[src/rtl/i2s_line_in_rx_if.sv]
`default_nettype none
// ============================================================================
// Module      : i2s_line_in_rx_if
// Description : Codec-side serial pins and parallel sample outputs of the
//               I2S line-in receiver.
// Revision    : 1.0 - initial release
// ============================================================================
interface i2s_line_in_rx_if #(
    parameter int DATA_WIDTH = 24
);
    logic                  enable;
    logic                  i2s_bclk;
    logic                  i2s_lrclk;
    logic                  i2s_sdata;
    logic [DATA_WIDTH-1:0] sample_left;
    logic [DATA_WIDTH-1:0] sample_right;
    logic                  sample_valid;
    logic                  frame_err;

    modport master (
        output enable, i2s_bclk, i2s_lrclk, i2s_sdata,
        input  sample_left, sample_right, sample_valid, frame_err
    );

    modport slave (
        input  enable, i2s_bclk, i2s_lrclk, i2s_sdata,
        output sample_left, sample_right, sample_valid, frame_err
    );
endinterface
`default_nettype wire

[src/rtl/i2s_line_in_rx.sv]
`default_nettype none
// ============================================================================
// Module      : i2s_line_in_rx
// Description : Oversampling I2S receiver; delivers 24-bit L/R pairs in the
//               system clock domain.
// Revision    : 1.0 - initial release
// ============================================================================
module i2s_line_in_rx #(
    parameter int DATA_WIDTH = 24,
    parameter int SLOT_WIDTH = 32
) (
    input  wire logic        clk,
    input  wire logic        rst_n,
    i2s_line_in_rx_if.slave  bus
);
    localparam int                 c_CNT_W    = $clog2(SLOT_WIDTH + 1);
    localparam logic [c_CNT_W-1:0] c_DW_CNT   = c_CNT_W'(DATA_WIDTH);
    localparam logic [c_CNT_W-1:0] c_DW_LAST  = c_CNT_W'(DATA_WIDTH - 1);
    localparam logic [c_CNT_W-1:0] c_SLOT_CNT = c_CNT_W'(SLOT_WIDTH);

    logic r_bclk_s1, r_bclk_s2, r_bclk_s3;
    logic r_lrclk_s1, r_lrclk_s2, r_lrclk_s3;
    logic r_sdata_s1, r_sdata_s2, r_sdata_s3;
    logic r_rise;

    logic                  r_lr_last;
    logic                  r_lr_known;
    logic                  r_arm_n;
    logic                  r_cur_ch;
    logic                  r_have_left;
    logic [c_CNT_W-1:0]    r_bit_cnt;
    logic [DATA_WIDTH-2:0] r_shift;
    logic [DATA_WIDTH-1:0] r_left_hold;
    logic [DATA_WIDTH-1:0] r_sample_left;
    logic [DATA_WIDTH-1:0] r_sample_right;
    logic                  r_sample_valid;
    logic                  r_frame_err;

    logic [DATA_WIDTH-1:0] w_word;
    logic                  w_lr_change;
    logic                  w_partial;

    // Third stage delays lrclk/sdata with bclk so the registered rise sees aligned data
    always_ff @(posedge clk or negedge rst_n) begin
        if (!rst_n) begin
            r_bclk_s1  <= 1'b0;
            r_bclk_s2  <= 1'b0;
            r_bclk_s3  <= 1'b0;
            r_lrclk_s1 <= 1'b0;
            r_lrclk_s2 <= 1'b0;
            r_lrclk_s3 <= 1'b0;
            r_sdata_s1 <= 1'b0;
            r_sdata_s2 <= 1'b0;
            r_sdata_s3 <= 1'b0;
            r_rise     <= 1'b0;
        end else begin
            r_bclk_s1  <= bus.i2s_bclk;
            r_bclk_s2  <= r_bclk_s1;
            r_bclk_s3  <= r_bclk_s2;
            r_lrclk_s1 <= bus.i2s_lrclk;
            r_lrclk_s2 <= r_lrclk_s1;
            r_lrclk_s3 <= r_lrclk_s2;
            r_sdata_s1 <= bus.i2s_sdata;
            r_sdata_s2 <= r_sdata_s1;
            r_sdata_s3 <= r_sdata_s2;
            r_rise     <= r_bclk_s2 & ~r_bclk_s3;
        end
    end

    assign w_word      = {r_shift, r_sdata_s3};
    // The first rise after reset only establishes the reference lrclk level
    assign w_lr_change = r_lr_known && (r_lrclk_s3 != r_lr_last);
    assign w_partial   = (r_bit_cnt != '0) && (r_bit_cnt < c_DW_CNT);

    always_ff @(posedge clk or negedge rst_n) begin
        if (!rst_n) begin
            r_lr_last      <= 1'b0;
            r_lr_known     <= 1'b0;
            r_arm_n        <= 1'b1;
            r_cur_ch       <= 1'b0;
            r_have_left    <= 1'b0;
            r_bit_cnt      <= '0;
            r_shift        <= '0;
            r_left_hold    <= '0;
            r_sample_left  <= '0;
            r_sample_right <= '0;
            r_sample_valid <= 1'b0;
            r_frame_err    <= 1'b0;
        end else begin
            r_sample_valid <= 1'b0;
            r_frame_err    <= 1'b0;

            if (!bus.enable) begin
                r_have_left <= 1'b0;
                r_arm_n     <= 1'b1;
            end

            if (r_rise) begin
                r_lr_last  <= r_lrclk_s3;
                r_lr_known <= 1'b1;
                if (bus.enable) begin
                    if (w_lr_change) begin
                        // The bit at the lrclk edge belongs to the previous word
                        if (!r_arm_n && w_partial) begin
                            r_frame_err <= 1'b1;
                            r_have_left <= 1'b0;
                        end
                        r_bit_cnt <= '0;
                        r_cur_ch  <= r_lrclk_s3;
                        r_arm_n   <= 1'b0;
                    end else if (!r_arm_n) begin
                        if (r_bit_cnt < c_DW_CNT) begin
                            r_shift   <= w_word[DATA_WIDTH-2:0];
                            r_bit_cnt <= r_bit_cnt + 1'b1;
                            if (r_bit_cnt == c_DW_LAST) begin
                                if (!r_cur_ch) begin
                                    r_left_hold <= w_word;
                                    r_have_left <= 1'b1;
                                end else if (r_have_left) begin
                                    r_sample_left  <= r_left_hold;
                                    r_sample_right <= w_word;
                                    r_sample_valid <= 1'b1;
                                    r_have_left    <= 1'b0;
                                end
                            end
                        end else if (r_bit_cnt < c_SLOT_CNT) begin
                            r_bit_cnt <= r_bit_cnt + 1'b1;
                        end
                    end
                end
            end
        end
    end

    assign bus.sample_left  = r_sample_left;
    assign bus.sample_right = r_sample_right;
    assign bus.sample_valid = r_sample_valid;
    assign bus.frame_err    = r_frame_err;

endmodule
`default_nettype wire

[src/flat_wrapper.sv]
// flat-port wrapper written by rule: the top's interface ports become plain ports
module i2s_line_in_rx_flat 
#(
    parameter int DATA_WIDTH = 24,
    parameter int SLOT_WIDTH = 32
)
  (clk, rst_n, bus_enable, bus_i2s_bclk, bus_i2s_lrclk, bus_i2s_sdata, bus_sample_left, bus_sample_right, bus_sample_valid, bus_frame_err);
  i2s_line_in_rx_if #(.DATA_WIDTH(DATA_WIDTH)) bus_i ();
  input  wire logic clk;
  input  wire logic rst_n;
  input wire logic [$bits(bus_i.enable)-1:0] bus_enable;
  input wire logic [$bits(bus_i.i2s_bclk)-1:0] bus_i2s_bclk;
  input wire logic [$bits(bus_i.i2s_lrclk)-1:0] bus_i2s_lrclk;
  input wire logic [$bits(bus_i.i2s_sdata)-1:0] bus_i2s_sdata;
  output wire logic [$bits(bus_i.sample_left)-1:0] bus_sample_left;
  output wire logic [$bits(bus_i.sample_right)-1:0] bus_sample_right;
  output wire logic [$bits(bus_i.sample_valid)-1:0] bus_sample_valid;
  output wire logic [$bits(bus_i.frame_err)-1:0] bus_frame_err;
  assign bus_i.enable = bus_enable;
  assign bus_i.i2s_bclk = bus_i2s_bclk;
  assign bus_i.i2s_lrclk = bus_i2s_lrclk;
  assign bus_i.i2s_sdata = bus_i2s_sdata;
  assign bus_sample_left = bus_i.sample_left;
  assign bus_sample_right = bus_i.sample_right;
  assign bus_sample_valid = bus_i.sample_valid;
  assign bus_frame_err = bus_i.frame_err;
  i2s_line_in_rx #(.DATA_WIDTH(DATA_WIDTH), .SLOT_WIDTH(SLOT_WIDTH)) u_core (.clk(clk), .rst_n(rst_n), .bus(bus_i));
endmodule
[config.mk]
export PLATFORM = sky130hd
export DESIGN_NAME = i2s_line_in_rx_flat
export DESIGN_NICKNAME = d
export VERILOG_FILES = /design/src/rtl/i2s_line_in_rx_if.sv /design/src/rtl/i2s_line_in_rx.sv /design/src/flat_wrapper.sv
export SDC_FILE = /design/constraint.sdc
export NUM_CORES = 1
export LEC_CHECK = 0
export ABC_AREA = 1
export ABC_CLOCK_PERIOD_IN_PS = 1950
export BUFFER_PORTS_ARGS = -buffer_cell sky130_fd_sc_hd__buf_2
export CORE_ASPECT_RATIO = 2
export CORE_MARGIN = 3
export CORE_UTILIZATION = 40
export CTS_CLUSTER_DIAMETER = 150
export CTS_CLUSTER_SIZE = 40
export DETAILED_ROUTE_END_ITERATION = 8
export MAX_ROUTING_LAYER = met4
export PLACE_DENSITY = 0.68
export SKIP_LAST_GASP = 1
export SLEW_MARGIN = 20
export SYNTH_ARGS = -nofsm -noshare
export SYNTH_HDL_FRONTEND = slang
export SYNTH_SLANG_ARGS = --single-unit
[constraint.sdc]
create_clock -name clk -period 1.95 [get_ports clk]
set_clock_uncertainty 0.2 [all_clocks]
set_input_delay 0.195 -clock clk [delete_from_list [all_inputs] [get_ports clk]]
set_output_delay 0.195 -clock clk [all_outputs]
set_load 0.005 [all_outputs]
==> impl_results.rst <==
.. list-table::
   :header-rows: 1

   * - Metric
     - Value
   * - PD cells
     - 1060 nW/um^2
   * - Number of synthesized register bits
     - 118
   * - Residual overflow from global routing
     - 0
   * - Number of global-route vias before repair
     - 3521
   * - Cell internal power dissipation
     - 4832 uW
   * - Number of remaining DRC errors
     - 0
   * - Antenna Cells
     - 0
   * - Vertical extent of the die
     - 159.3 microns
   * - Wire per inst
     - 14.33 microns
   * - Sequential group share of total power
     - 0.442
   * - Clock period minus worst slack
     - 1.877 ns
   * - Wire length of the first global-routing pass
     - 16.83 mm
   * - Maximum vdd ir drop
     - 0.6314 mV
   * - Number of maximum-capacitance constraint violations
     - 0
   * - Average via count per standard cell
     - 4.789
   * - Status
     - finished, final reports clean
   * - Combined global-route utilization of all metal layers
     - 0.1724
   * - Deepest clock path buffer count
     - 2
   * - Max-slew violation total from the final report
     - 0
   * - Count of vias placed by the detailed router
     - 3453
   * - Placeable core region
     - 11420 sq um
   * - Total placed cells including tap cells
     - 679
   * - Num ports
     - 56
   * - Floorplan die width
     - 82.67 microns
   * - Clock network fraction of design power
     - 0.487
   * - Rows
     - 55
   * - Share of async-settable or async-resettable flops after synthesis
     - 1.000
   * - Total standard cell area after synthesis
     - 4702 sq um
   * - Routability congestion estimate
     - 0.7635
   * - Crit Path Category
     - reg2reg
   * - Routed WL
     - 10.33 mm
   * - Number of antenna violations at the first check in global routing
     - 0
   * - DPL Wire Length
     - 6.641 mm
   * - Sum Neg Setup Slack
     - 0 ns
   * - Post-Synthesis Cells
     - 491
   * - Final Non-Filler Cells
     - 721
   * - Initial standard-cell utilization of the core
     - 0.4116
   * - Critical Path Source Type
     - flip-flop
   * - Static leakage power
     - 0.003168 uW
   * - Level count of the clock H-tree
     - 4
   * - Fraction of power spent switching nets
     - 0.2278
   * - Clock-pin slew on the worst setup and hold paths
     - 0.05 ns
   * - Clock Latency Late Sink
     - 0.40 ns
   * - Worst path required time
     - 2.05 ns
   * - Slew @ Worst Pin
     - 0.5991 ns
   * - Hold Violations, Final
     - 0
   * - Area of the die
     - 13170 sq um
   * - Worst hold path type
     - in2async
   * - Total clock buffers created by CTS
     - 17
   * - Most frequent standard cell in the layout excluding fill and tap cells
     - sky130_fd_sc_hd__nand2_1
   * - Sequential cell area fraction in the yosys report
     - 0.6283
   * - Post-DRT Antenna Nets
     - 0
   * - Number of unique standard cell types used by synthesis
     - 25
   * - Switching power of the nets
     - 1425 uW
   * - Clock tree from TritonCTS
     - yes
   * - Port buffer count
     - 55
   * - Most used flip-flop cell after synthesis
     - sky130_fd_sc_hd__dfrtp_1
   * - Highest Clock Rate
     - 532.8 MHz
   * - Maximum fanout encountered on the critical timing path
     - 12
   * - Clock root cell
     - sky130_fd_sc_hd__clkbuf_16
   * - Pin count of the biggest net entering global routing
     - 51
   * - Detailed Routing Iterations Pass 1
     - 4
   * - Max-slew headroom at the worst pin
     - 0.6006
   * - Fill cells
     - 1026
   * - Post-synth EDFFs
     - 0
   * - Synthesized netlist net count
     - 499
   * - Synth warn
     - 0
   * - Final setup violation count
     - 0
   * - Highest-count cells in the layout ignoring fill and taps
     - sky130_fd_sc_hd__nand2_1 (144), sky130_fd_sc_hd__dfrtp_1 (117), sky130_fd_sc_hd__inv_1 (71)
   * - Type of element capturing the critical path
     - flip-flop
   * - Arrival time at the worst endpoint
     - 1.97 ns
   * - Clock tree sinks
     - 118
   * - Syn_area_per_cell
     - 9.576 sq um
   * - Cells on worst reg2reg path
     - 9
   * - Count of nets after finishing
     - 577
   * - Part of the total power dissipated in combinational logic
     - 0.070
   * - Synthesis-to-layout area growth
     - 25.57%
   * - Fraction of final layout cells sized beyond drive strength 1
     - 0.2124
   * - DRT iter0 DRCs
     - 163
   * - Post-route clock period utilization
     - 0.9625
layer usage:
| layer | up-vias | part of all wire | GRT usage |
|---|---|---|---|
| li1 | 1677 | - | - |
| met5 | - | 0 | - |
| met3 | 29 | 0.039 | 0.04304 |
| met1 | 1657 | 0.39 | 0.1881 |
| met4 | 0 | 0.032 | 0.08780 |
| met2 | 90 | 0.54 | 0.2822 |
path summary, 6_finish.rpt:
path                                      from                          to  slack, ns
max                        u_core.r_bit_cnt[1]       u_core.r_left_hold[6]       0.07
min                                      rst_n   u_core.bus.sample_left[6]       0.15
max reg2reg                u_core.r_bit_cnt[1]       u_core.r_left_hold[6]       0.07
min reg2reg                  u_core.r_sdata_s2           u_core.r_sdata_s3       0.15
max in group asynchronous                rst_n  u_core.bus.sample_left[15]       0.79
min in group clk             u_core.r_sdata_s2           u_core.r_sdata_s3       0.15
power groups by stage:
stage | Clock [uW] | Combinational, uW | Sequential, uW
after floorplan | 0 | 255 | 2770
after global placement | 0 | 402 | 2790
after detailed placement | 0 | 421 | 2800
after CTS | 3110 | 433 | 2760
after global routing | 3240 | 509 | 2780
final | 3050 | 440 | 2770
flip-flops by register name (all words and copies together) (netlist names), 6 cells and up:
signal	flops
u_core.bus.sample_left	24
u_core.bus.sample_right	24
u_core.r_bit_cnt	6
u_core.r_left_hold	24
u_core.r_shift	23
what timing repair did:
action / in CTS / in global routing
endpoints found under the setup margin: 28 / 73
hold buffers: 5 / 0
pin swaps: 1 / 4
gates resized for setup: 1 / 5
endpoints found under the hold margin: 44 / 0
cloned: 0 / 2
setup buffers: 1 / 5
cells in the mapped netlist, types with 2 or more instances:
master	number	area share
sky130_fd_sc_hd__inv_1	71	0.057
sky130_fd_sc_hd__nand2_2	2	0.0027
sky130_fd_sc_hd__nand3_1	26	0.028
sky130_fd_sc_hd__ha_1	2	0.0053
sky130_fd_sc_hd__dfrtp_1	117	0.62
sky130_fd_sc_hd__nand2_1	145	0.12
sky130_fd_sc_hd__buf_2	8	0.0085
sky130_fd_sc_hd__nor2_1	14	0.011
sky130_fd_sc_hd__a21oi_1	4	0.0043
sky130_fd_sc_hd__nand2_4	2	0.0048
sky130_fd_sc_hd__o21ai_1	41	0.044
sky130_fd_sc_hd__o21ai_0	26	0.028
sky130_fd_sc_hd__buf_4	2	0.0032
sky130_fd_sc_hd__nor3_1	4	0.0043
sky130_fd_sc_hd__o21ai_2	7	0.013
sky130_fd_sc_hd__buf_6	10	0.024
sky130_fd_sc_hd__nor2_2	2	0.0027
kinds of logic after synthesis:
kind of cell	after synthesis	share of synthesized area
flops	118	0.6283
fa+ha+maj	2	0.005321
xor+xnor	1	0.001863
simple gates	200	0.1817
buf+inv	92	0.09420
compound gates	78	0.08861
area by class of cell:
cell class                 count  area (sq um)  share of cell area
clock inverter                 3         65.06             0.01102
inverter                      72         275.3             0.04662
clock buffer                  26         519.2             0.08794
tap                          142         177.7             0.03009
sequential                   118          2954              0.5003
timing repair buffer          78         568.0             0.09621
multi-input combinational    282          1345              0.2278
stage by stage:
step / hold slack, ns / util / area, sq um / worst slack, ns / total power [uW]
floorplan: -0.3006 / - / 4702 / 0.2181 / 3024
global placement: 0.02571 / 0.4506 / 5147 / 0.01945 / 3193
detailed placement: 0.04915 / 0.4506 / 5147 / -0.05219 / 3220
CTS: 0.1471 / 0.5087 / 5811 / -0.003622 / 6308
global route: 0.1646 / 0.5169 / 5904 / -0.03536 / 6534
finish: 0.1475 / 0.5169 / 5904 / 0.07321 / 6257
worst max-delay path, cell delays in order (launching register included):
cell	delay (ns)
sky130_fd_sc_hd__dfrtp_1	0.41
sky130_fd_sc_hd__ha_4	0.18
sky130_fd_sc_hd__nand2_1	0.08
sky130_fd_sc_hd__nor2_2	0.15
sky130_fd_sc_hd__nand2_2	0.13
sky130_fd_sc_hd__nor2_8	0.25
sky130_fd_sc_hd__buf_12	0.17
sky130_fd_sc_hd__nand3_1	0.08
sky130_fd_sc_hd__nand2_1	0.09
sky130_fd_sc_hd__inv_1	0.04
No activity file was read; power rests on OpenSTA's default activity.
